### config.mk
export PLATFORM = sky130hd
export DESIGN_NAME = note_scheduler
export DESIGN_NICKNAME = d
export VERILOG_FILES = /design/src/rtl/note_pkg.sv /design/src/rtl/note_window.sv /design/src/rtl/note_scheduler.sv
export SDC_FILE = /design/constraint.sdc
export NUM_CORES = 1
export LEC_CHECK = 0
export ABC_CLOCK_PERIOD_IN_PS = 3400
export CORE_ASPECT_RATIO = 0.7
export CORE_UTILIZATION = 51
export CTS_BUF_LIST = sky130_fd_sc_hd__clkbuf_8
export DETAILED_ROUTE_END_ITERATION = 6
export GPL_TIMING_DRIVEN = 0
export PLACE_DENSITY = 0.82
export RECOVER_POWER = 25
export SKIP_LAST_GASP = 1
export SLEW_MARGIN = 20
export SYNTH_ARGS = -nofsm -noshare
export SYNTH_HDL_FRONTEND = slang
export SYNTH_HIERARCHICAL = 1
export SYNTH_SLANG_ARGS = --single-unit
### constraint.sdc
create_clock -name clk -period 3.4 [get_ports clk]
set_input_delay 0.68 -clock clk [delete_from_list [all_inputs] [get_ports clk]]
set_output_delay 0.68 -clock clk [all_outputs]
set_load 0.01 [all_outputs]
### src/rtl/note_pkg.sv
// Shared constants for the note chart scheduler: ROM entry fields and FSM state encoding.
package note_pkg;

   localparam int END_BIT  = 3;
   localparam int LANE_MSB = 2;

   localparam logic [2:0] ST_IDLE  = 3'd0;
   localparam logic [2:0] ST_PLAY  = 3'd1;
   localparam logic [2:0] ST_REQ   = 3'd2;
   localparam logic [2:0] ST_WAIT  = 3'd3;
   localparam logic [2:0] ST_DRAIN = 3'd4;
   localparam logic [2:0] ST_DONE  = 3'd5;

   typedef enum logic [2:0] {
      S_IDLE  = ST_IDLE,
      S_PLAY  = ST_PLAY,
      S_REQ   = ST_REQ,
      S_WAIT  = ST_WAIT,
      S_DRAIN = ST_DRAIN,
      S_DONE  = ST_DONE
   } state_t;

endpackage

### src/rtl/note_window.sv
// On-screen note window: slot 0 is the strike zone, new notes enter at slot N-1.
module note_window #(
   parameter int N     = 21,
   parameter int LANES = 3
) (
   input  logic               clk,
   input  logic               reset,
   input  logic               shift_en,
   input  logic [LANES-1:0]   shift_in,
   input  logic               clear_slot0,
   output logic [N*LANES-1:0] flat,
   output logic               all_zero
);

   logic [N-1:0][LANES-1:0] slot;

   always_ff @(posedge clk) begin
      if (reset) begin
         slot <= '0;
      end else if (shift_en) begin
         slot <= {shift_in, slot[N-1:1]};
      end else if (clear_slot0) begin
         slot[0] <= '0;
      end
   end

   assign flat = slot;
   // Looks past slot 0: true when shifting in an empty entry leaves the window empty.
   assign all_zero = (slot[N-1:1] == '0);

endmodule

### src/rtl/note_scheduler.sv
// Fetches chart entries on each beat, scrolls the note window and judges strums against slot 0.
//
// state | meaning
// IDLE  | no song loaded, waiting for start
// PLAY  | song running, waiting for the next beat
// REQ   | ROM read issued at the current pointer
// WAIT  | ROM data arriving; shift it into the window
// DRAIN | chart exhausted, scrolling remaining notes off screen
// DONE  | window empty, song finished
module note_scheduler
   import note_pkg::*;
#(
   parameter int MAX_NOTES_ON_SCREEN = 21,
   parameter int LANES               = 3,
   parameter int ADDR_W              = 10,
   parameter int CNT_W               = 16
) (
   input  logic                                 clk,
   input  logic                                 reset,
   input  logic                                 start,
   input  logic                                 pause,
   input  logic                                 beat_tick,
   input  logic                                 strum_valid,
   input  logic [LANES-1:0]                     strum_lanes,
   output logic                                 rom_en,
   output logic [ADDR_W-1:0]                    rom_addr,
   input  logic [3:0]                           rom_data,
   output logic [MAX_NOTES_ON_SCREEN*LANES-1:0] notes_flat,
   output logic                                 hit,
   output logic                                 miss,
   output logic [CNT_W-1:0]                     hit_count,
   output logic [CNT_W-1:0]                     miss_count,
   output logic                                 beat_overrun,
   output logic                                 busy,
   output logic                                 song_done
);

   localparam int CW1 = CNT_W + 1;
   localparam logic [ADDR_W-1:0] PTR_LAST = '1;

   state_t            state, state_nx;
   logic [ADDR_W-1:0] ptr;
   logic [LANES-1:0]  slot0;
   logic [LANES-1:0]  shift_in;
   logic              shift_en, judge, advance, start_go, win_zero;
   logic              is_hit, strum_miss, depart_miss;
   logic [1:0]        miss_inc;
   logic [CW1-1:0]    hit_sum, miss_sum;

   note_window #(.N(MAX_NOTES_ON_SCREEN), .LANES(LANES)) u_window (
      .clk         (clk),
      .reset       (reset),
      .shift_en    (shift_en),
      .shift_in    (shift_in),
      .clear_slot0 (is_hit),
      .flat        (notes_flat),
      .all_zero    (win_zero)
   );

   assign slot0    = notes_flat[LANES-1:0];
   assign advance  = beat_tick && !pause;
   assign start_go = start && (state == S_IDLE || state == S_DONE);

   always_ff @(posedge clk) begin
      if (reset) state <= S_IDLE;
      else       state <= state_nx;
   end

   always_comb begin
      state_nx = state;
      shift_en = 1'b0;
      shift_in = '0;
      judge    = 1'b0;
      rom_en   = 1'b0;
      case (state)
         S_IDLE, S_DONE: if (start) state_nx = S_PLAY;
         S_PLAY: begin
            judge = 1'b1;
            if (advance) state_nx = S_REQ;
         end
         S_REQ: begin
            judge    = 1'b1;
            rom_en   = 1'b1;
            state_nx = S_WAIT;
         end
         S_WAIT: begin
            judge    = 1'b1;
            shift_en = 1'b1;
            shift_in = rom_data[END_BIT] ? '0 : LANES'(rom_data[LANE_MSB:0]);
            // No address wrap: the last ROM word ends the chart even without an END marker.
            state_nx = (rom_data[END_BIT] || ptr == PTR_LAST) ? S_DRAIN : S_PLAY;
         end
         S_DRAIN: begin
            judge = 1'b1;
            if (advance) begin
               shift_en = 1'b1;
               if (win_zero) state_nx = S_DONE;
            end
         end
         default: state_nx = S_IDLE;
      endcase
   end

   // A strum is judged against slot 0 as it stands before any same-edge shift.
   assign is_hit      = judge && strum_valid && !pause && slot0 != '0 && strum_lanes == slot0;
   assign strum_miss  = judge && strum_valid && !pause && !is_hit;
   assign depart_miss = shift_en && slot0 != '0 && !is_hit;
   assign miss_inc    = {1'b0, strum_miss} + {1'b0, depart_miss};
   assign hit_sum     = {1'b0, hit_count} + CW1'(is_hit);
   assign miss_sum    = {1'b0, miss_count} + CW1'(miss_inc);

   always_ff @(posedge clk) begin
      if (reset) begin
         ptr          <= '0;
         hit          <= 1'b0;
         miss         <= 1'b0;
         hit_count    <= '0;
         miss_count   <= '0;
         beat_overrun <= 1'b0;
      end else begin
         hit  <= is_hit;
         miss <= strum_miss || depart_miss;
         if (start_go) begin
            ptr          <= '0;
            hit_count    <= '0;
            miss_count   <= '0;
            beat_overrun <= 1'b0;
         end else begin
            hit_count  <= hit_sum[CNT_W]  ? '1 : hit_sum[CNT_W-1:0];
            miss_count <= miss_sum[CNT_W] ? '1 : miss_sum[CNT_W-1:0];
            if (state == S_WAIT && ptr != PTR_LAST) ptr <= ptr + 1'b1;
            if ((state == S_REQ || state == S_WAIT) && advance) beat_overrun <= 1'b1;
         end
      end
   end

   assign rom_addr  = ptr;
   assign busy      = (state != S_IDLE) && (state != S_DONE);
   assign song_done = (state == S_DONE);

endmodule

======== Yosys cells after proc, flatten, opt, wreduce, memory -nomap -nowiden ========
Cells that the tools add are included.
W data, S select, Z words.
operators by class
  add/sub/neg operators ................... 4
  equality and inequality tests ........... 13
  muxes and demuxes ....................... 16
  reductions and logical operators ........ 27
operators by type and width
  cell                     number
  $logic_not A60 Y1        1
  $mux W16                 2
  $mux W3                  9
  $add A16 B1 Y17          1
  $add A16 B2 Y17          1
  $pmux W3 S5              1
  $logic_and A1 B1 Y1      12
  $add A10 B1 Y10 const B  1
  $eq A10 B10 Y1 const B   1
  $ne A10 B10 Y1 const B   1
  $eq A3 B2 Y1 const B     2
  $eq A3 B3 Y1 const B     2
  $ne A2 B2 Y1 const B     3
  $reduce_bool A3 Y1       2
  $logic_or A1 B1 Y1       4
  $reduce_and A4 Y1        1
  $reduce_or A2 Y1         2
  $reduce_or A4 Y1         1
  $eq A3 B1 Y1 const B     1
  $eq A3 B3 Y1             1
  $logic_not A3 Y1         1
  $mux W1                  3
  $ne A3 B3 Y1 const B     1
  $add A1 B1 Y2            1
  4 further kinds          5
storage, ports and cells
  flip-flop bits (word level) ............. 111
  input bits .............................. 13
  output and inout port bits .............. 111
  word-level logic and storage cells ...... 88

======== Depth between registers and ports, before layout ========
  word-level depth ........................ 12
  depth in mapped cells ................... 13
  depth with buffers taken out ............ 11

======== Cells and area by module ========
Netlist, hierarchy kept.
modules (own cells, without submodules)
  module          instances  cells an instance  area an instance (um2)
  note_scheduler  1          281                2452.4
  note_window     1          228                2346.0

======== Worst setup path after synthesis ========
OpenSTA, ideal clock, no wires.
  path kind ............................... input to register
  from .................................... in pause
  to ...................................... reg miss_count[14]
  setup time .............................. 0.086 ns
  data arrival time ....................... 2.759 ns
  data required time ...................... 3.314 ns
  slack ................................... 0.555 ns
  stages .................................. 10
  buffers on the path ..................... 0
  cells stage by stage .................... nand2b_1 o31ai_1 nand3_1 fa_1 inv_1 ha_1 nand3_2 nor4_4 a31oi_1 a211oi_1
between the ends
  word-level cells in the longest chain between the ends .. 9
  elaborated cells on any way between the ends .. 14
RTL lines
  element                           RTL line               text
  from (decl)                       note_scheduler.sv:21   input logic pause,
  $logic_not A1 Y1                  note_scheduler.sv:61   assign advance = beat_tick && !pause;
  $logic_and A1 B1 Y1               note_scheduler.sv:61
  $mux W1                           note_scheduler.sv:95   if (advance) begin
  $pmux W1 S2                       note_scheduler.sv:75   case (state)
  named net shift_en                note_scheduler.sv:45   logic shift_en, judge, advance, start_go, win_zero;
  $logic_and A1 B1 Y1 (2 in a row)  note_scheduler.sv:107  assign depart_miss = shift_en && slot0 != '0 && !is_hit;
  $add A1 B1 Y2                     note_scheduler.sv:108  assign miss_inc = {1'b0, strum_miss} + {1'b0, depart_miss};
  $add A16 B2 Y17                   note_scheduler.sv:110  assign miss_sum = {1'b0, miss_count} + CW1'(miss_inc);
  $mux W16                          note_scheduler.sv:130  miss_count <= miss_sum[CNT_W] ? '1 : miss_sum[CNT_W-1:0];
  to (signal assigned)              note_scheduler.sv:130
  to (decl)                         note_scheduler.sv:32   output logic [CNT_W-1:0] miss_count,
The timed path passes the listed nets, and every way through them passes these cells.
A chain may end at the register's enable or synchronous reset.

======== Worst setup path after layout ========
  from .................................... in strum_lanes[2]
  to ...................................... reg hit_count[3]
between the ends
  word-level cells in the longest chain between the ends .. 4
RTL lines
  element               RTL line               text
  from (decl)           note_scheduler.sv:24   input logic [LANES-1:0] strum_lanes,
  $eq A3 B3 Y1          note_scheduler.sv:105  assign is_hit = judge && strum_valid && !pause && slot0 != '0 && strum_lanes == slot0;
  $logic_and A1 B1 Y1   note_scheduler.sv:105
  named net is_hit      note_scheduler.sv:46   logic is_hit, strum_miss, depart_miss;
  $add A16 B1 Y17       note_scheduler.sv:109  assign hit_sum = {1'b0, hit_count} + CW1'(is_hit);
  $mux W16              note_scheduler.sv:129  hit_count <= hit_sum[CNT_W] ? '1 : hit_sum[CNT_W-1:0];
  to (signal assigned)  note_scheduler.sv:129
  to (decl)             note_scheduler.sv:31   output logic [CNT_W-1:0] hit_count,
The timed path passes the listed nets, and every way through them passes these cells.

==> impl_metrics.env <==
export IMPL_status="completed"
export IMPL_placementRows=29
export IMPL_drc=0
export IMPL_synthDistinctLibCells=55
export IMPL_post_synth_cell_area_avg_um2=9.43
export IMPL_fin_hold_ws_ps=476
export IMPL_slew_headroom_pct=59.7
export IMPL_seqPwrFrac_pct=60.5
export IMPL_cts_clk_slew_worst_paths_ps=100
export IMPL_synth_edf_count=0
export IMPL_start_util_pct=52.7
export IMPL_ys_async_sr_fraction_pct=0
export IMPL_p_clk_share_pct=33.6
export IMPL_cts_buffer_depth=2
export IMPL_fmax_mhz=309
export IMPL_syn_nets=527
export IMPL_end_kind="register"
export IMPL_dieHeight_um=83.2
export IMPL_power_frac_comb_pct=5.9
export IMPL_dpl_hpwl_um=9040
export IMPL_hold_viol_final=0
export IMPL_syn2layout_area_growth_pct=32.6
export IMPL_internal_power_mw=1.62
export IMPL_antenna_found_initial=0
export IMPL_tritoncts="done"
export IMPL_ctsRootBufferMaster="clkbuf_8"
export IMPL_ios=124
export IMPL_cp_start_kind="primary input"
export IMPL_crit_type="in2reg"
export IMPL_grt_max_degree=19
export IMPL_hp_class="reg2reg"
export IMPL_fillers=720
export IMPL_vias=4299
export IMPL_n_antenna_cell=0
export IMPL_clock_sinks=111
export IMPL_finalSetupViolCount=0
export IMPL_cts_made_buffers=9
export IMPL_postPlaceCellArea_mm2=0.00617
export IMPL_globalplace_congestion=0.918
export IMPL_worst_pin_slew_ps=605
export IMPL_swShare_pct=24.9
export IMPL_gr_usage_all_layers_pct=25.1
export IMPL_maxSlewViolCount=0
export IMPL_final_design_area_no_fill_mm2=0.00636
export IMPL_yosys_warnings=6
export IMPL_coreArea_mm2=0.00911
export IMPL_ys_seq_area_share_pct=46.3
export IMPL_grt_remaining_overflow=0
export IMPL_cp_max_fo=10
export IMPL_htree_levels=3
export IMPL_syn_inst=509
export IMPL_detail_route_antenna_nets=0
export IMPL_ys_seq_elements=111
export IMPL_die_x_um=118
export IMPL_vdd_drop_max_v=0.000287
export IMPL_power_mw=2.16
export IMPL_finalNetCount=661
export IMPL_drive_gt1_share_pct=7.11
export IMPL_avgViaCountPerCell=5.58
export IMPL_crit_required_ps=3700
export IMPL_detail_route_first_pass_iterations=5
export IMPL_powerDensity_mw_per_mm2=339
export IMPL_power_leakage_nw=2.26
export IMPL_min_period_over_period_pct=95.2
export IMPL_clock_latency_ps=380
export IMPL_grt_pass1_vias=3944
export IMPL_period_needed_ps=3240
export IMPL_die_area_mm2=0.00981
export IMPL_synth_main_ff_cell="dfxtp_1"
export IMPL_drtIter0Drc=295
export IMPL_switchingPower_mw=0.539
export IMPL_maxCapViolations=0
export IMPL_synth_area_mm2=0.00480
export IMPL_routed_wl_um=12300
export IMPL_fin_worst_skew_ps=10.8
export IMPL_portBuffers=122
export IMPL_cp_arrival_ps=3530
export IMPL_grt_pass1_wl_um=19700
export IMPL_hold_buffers=0
export IMPL_drt_wirelength_per_cell_um=15.9
## routing by layer
layer	routed length, um	up-vias	global-route usage (%)
met1	5950	2053	35.5
met5	0	-	0
met3	674	14	5.63
met4	153	0	8.39
li1	-	2091	-
met2	5480	141	37.8
## flip-flops by register name, summed over array words and instances (netlist names)
register / count
hit_count: 16
state: 3
miss_count: 16
miss: 1
hit: 1
rom_addr: 10
u_window/flat: 63
beat_overrun: 1
## synth_stat cells, types with 5 or more instances
| master | instances | area share, % |
|---|---|---|
| mux2i_1 | 64 | 13 |
| nand4_1 | 13 | 1.7 |
| buf_2 | 8 | 0.83 |
| nand2_1 | 15 | 1.2 |
| nor3b_1 | 8 | 1.3 |
| a21oi_1 | 35 | 3.7 |
| xor2_1 | 6 | 1.1 |
| nor2_1 | 87 | 6.8 |
| nor4_1 | 17 | 2.2 |
| nand2b_1 | 5 | 0.65 |
| inv_1 | 9 | 0.70 |
| nand3_1 | 17 | 1.8 |
| clkbuf_1 | 14 | 1.1 |
| dfxtp_1 | 111 | 46 |
| xnor2_1 | 18 | 3.3 |
| nor3_1 | 10 | 1.0 |
## what timing repair did
item / 4_1_cts / 5_1_grt
setup buffers: 0 / 1
endpoints found under the setup margin: 0 / 22
resized for setup: 0 / 4
## power groups by stage
stage / clock (mW) / combinational (mW) / sequential, mW
after CTS: 0.734 / 0.125 / 1.31
final: 0.726 / 0.127 / 1.31
after floorplan: 0 / 0.0779 / 1.34
after global routing: 0.787 / 0.136 / 1.31
after global placement: 0 / 0.122 / 1.34
after detailed placement: 0 / 0.125 / 1.34
## per-stage QoR
stage | utilization [%] | instances | TNS [ps] | setup WS [ps]
global route | 69.9 | 771 | -0.512 | -0.512
CTS | 69.7 | 770 | 0 | 75.0
finish | 69.9 | 771 | 0 | 163
floorplan | - | 509 | 0 | 555
detailed placement | 67.8 | 755 | -5500 | -326
global placement | 67.8 | 755 | -3780 | -238
## cell usage in the layout (no fill, tap or decap), types with 4 or more instances in the layout
cell and instances:
dfxtp_1 111, nor2_1 87, clkdlybuf4s50_1 80, mux2i_1 64, dlygate4sd3_1 42, a21oi_1 35, xnor2_1 18, nand3_1 17
nor4_1 17, nand2_1 15, nand4_1 13, clkbuf_1 13, nor3_1 10, inv_1 9, clkbuf_8 9, buf_2 8
nor3b_1 8, xor2_1 6, nand2b_1 5, buf_4 5, o21ai_0 4, a211oi_1 4
## kinds of logic (layout without fill, tap and decap cells)
group                    count (synthesis)  after routing  synth area share (%)
AND/OR/NAND/NOR                        204            204                  22.4
multiplexers                            64             64                  13.4
adder cells (fa/ha/maj)                  5              5                  1.46
flip-flops                             111            111                  46.3
buffers and inverters                   35            173                  3.26
XOR/XNOR                                24             24                  4.38
AO/OA/AOI/OAI                           66             66                  8.84
## worst max-delay path, cell delays in order
cell and delay (ps):
clkdlybuf4s50_1 480, xnor2_1 120, nand4_1 130, or2_1 270
inv_1 160, ha_1 270, ha_2 270, and4_1 280
and3_1 170, buf_2 170, nand4_1 140, buf_2 230
a21oi_1 160
## layout make-up
cell class	instances	area, um2	area share (%)
timing repair buffer	123	1230	19.3
clock buffer	9	124	1.95
tap	124	155	2.44
inverter	9	33.8	0.531
sequential	111	2220	34.9
multi-input combinational	363	2430	38.2
buffer	26	124	1.95
clock inverter	6	47.5	0.747
## final timing paths
path,start,end,slack [ps],depth (start not counted)
worst min register to register,beat_overrun$_SDFFE_PP0P_,beat_overrun$_SDFFE_PP0P_,480,2
worst max register to register,state[0]$_SDFFE_PP0P_,miss_count[14]$_SDFF_PP0_,240,13
worst min-delay path,beat_overrun$_SDFFE_PP0P_,beat_overrun$_SDFFE_PP0P_,480,2
worst max-delay path,strum_lanes[2],hit_count[3]$_SDFF_PP0_,160,13
Power figures use the tool's default switching activity.
==> variant: new RTL, same settings <==
Register the outputs `busy` and `song_done`, without a reset; this adds one clock of latency there. The other outputs are not delayed to match.
--- a/src/rtl/note_scheduler.sv
+++ b/src/rtl/note_scheduler.sv
@@ -136,6 +136,8 @@
 
    assign rom_addr  = ptr;
-   assign busy      = (state != S_IDLE) && (state != S_DONE);
-   assign song_done = (state == S_DONE);
+   always_ff @(posedge clk) begin
+      busy      <= (state != S_IDLE) && (state != S_DONE);
+      song_done <= (state == S_DONE);
+   end
 
 endmodule
Check against the original RTL: not equivalent (a bounded check fails within 4 cycles, from zero or initial values and one cycle with reset high).
==> variant against the original RTL <==
- count of clock-buffer cells in the layout increased by 10
- maximum frequency increased by 1.7%
- via count increased by 4.2%
- final cell count increased by 2.3%
- total power increased by 31%
- critical path depth unchanged
- routed wire length increased by 2.7%
- first-iteration DRC count decreased by 3.7%
- core utilization increased by 2.9 points
- area after synthesis increased by 0.83%
- sequential cell count increased by 2
- design area increased by 4.6%
- clock power increased by 89%
- critical path type unchanged
- setup slack improved by 54 ps
==> variant: results <==
metrics = {
    "routing": {
        "wl_met2_mm": 5.66,
        "wl_met1_mm": 6.01,
        "wirelength_mm": 12.6,
        "dr.pass1.iters": 5,
        "vias": 4480,
        "wl_met3_um": 740,
        "drt_iter0_drc": 284,
    },
    "final_layout": {
        "nets": 670,
        "drive_above_1_share": 0.0932,
        "stdcell_count": 789,
        "largest_reg_flops": 63,
        "fill_cells": 688,
        "diodes": 0,
    },
    "placed_design": {
        "placed_area_um2": 6210,
        "pre_cts_ws_ps": -305,
        "dp_hpwl_mm": 9.05,
        "io_buffers": 122,
        "routabilityCongestion": 0.905,
        "dp.cells": 757,
    },
    "sta": {
        "slew-limit-headroom": 0.620,
        "holdWs_ps": 482,
        "fin_skew_ps": 9.76,
        "fmax_ghz": 0.314,
    },
    "setup_path": {
        "critPathMaxStageDelay_ps": 480,
        "cp_data_arrival_time_ps": 3540,
        "reg2regPathDepth": 12,
        "worstSetupEndpoint": "hit_count[6]",
        "regToRegSetupSlack_ps": 260,
        "r2r_end": "miss_count[6]",
        "timing.rr.start": "state[0]",
        "crit_start": "strum_lanes[0]",
    },
    "worst_hold_path": {
        "hold_class": "flip-flop to flip-flop",
        "min_path_cells": 2,
        "min_to": "beat_overrun",
    },
    "synthesis": {
        "synth.avg_cell_area_um2": 9.47,
        "synth_seq_area_share": 0.468,
        "yosys-top-cells-area": "dfxtp_1 (47%), mux2i_1 (13%), nor2_1 (6.7%)",
        "yosysWarnings": 6,
        "synthTopCellsByCount": "dfxtp_1 (113), nor2_1 (87), mux2i_1 (64)",
        "syn-num-nets": 529,
    },
    "global_route": {
        "grt_pass1_vias": 4122,
        "grt_pass1_wl_mm": 20.5,
        "grt_max_degree": 17,
        "grt_usage": 0.263,
        "antenna_found_initial": 0,
    },
    "power": {
        "power_density_nw_per_um2": 425,
        "peakVddDrop_uv": 327,
        "power_leakage_nw": 2.40,
    },
    "clock_tree": {
        "cts_buffers": 17,
        "clk_latency_ps": 430,
        "cts_buffer_depth": 2,
        "ctsResizeCount": 0,
        "cts.reportedPaths.clkPinSlew_ps": 70,
        "htreeDepth": 4,
        "cts_root_buf": "clkbuf_8",
    },
    "run_status": {
        "status": "finished, final reports clean",
    },
}
[variant: changes by cell type after synthesis]
cell,unedited run,this run
dfxtp_1,111,113
[variant: cells by family after synthesis]
family,share of synthesized area
compound gates,0.0877
xor+xnor,0.0434
fa+ha+maj,0.0145
buf+inv,0.0323
flops,0.468
mux,0.132
simple gates,0.222
[variant: final cells by class]
cell class / count / area share
Multi-Input combinational cell: 363 / 0.365
Inverter: 9 / 0.00508
Buffer: 26 / 0.0186
Tap cell: 124 / 0.0233
Clock inverter: 13 / 0.0250
Clock buffer: 19 / 0.0393
Timing Repair Buffer: 122 / 0.184
Sequential cell: 113 / 0.340
[variant: where the power goes]
group          switching, W  internal, W  leakage [nW]  total [W]
registers        0.00000459      0.00133         0.910    0.00134
logic             0.0000758    0.0000488          1.26   0.000125
clock network      0.000542     0.000825         0.226    0.00137
[variant: layer usage]
metal | vias to the layer above | global-route usage
met5 | - | 0
met1 | 2166 | 0.365
met2 | 165 | 0.397
met4 | 0 | 0.0875
li1 | 2126 | -
met3 | 23 | 0.0683
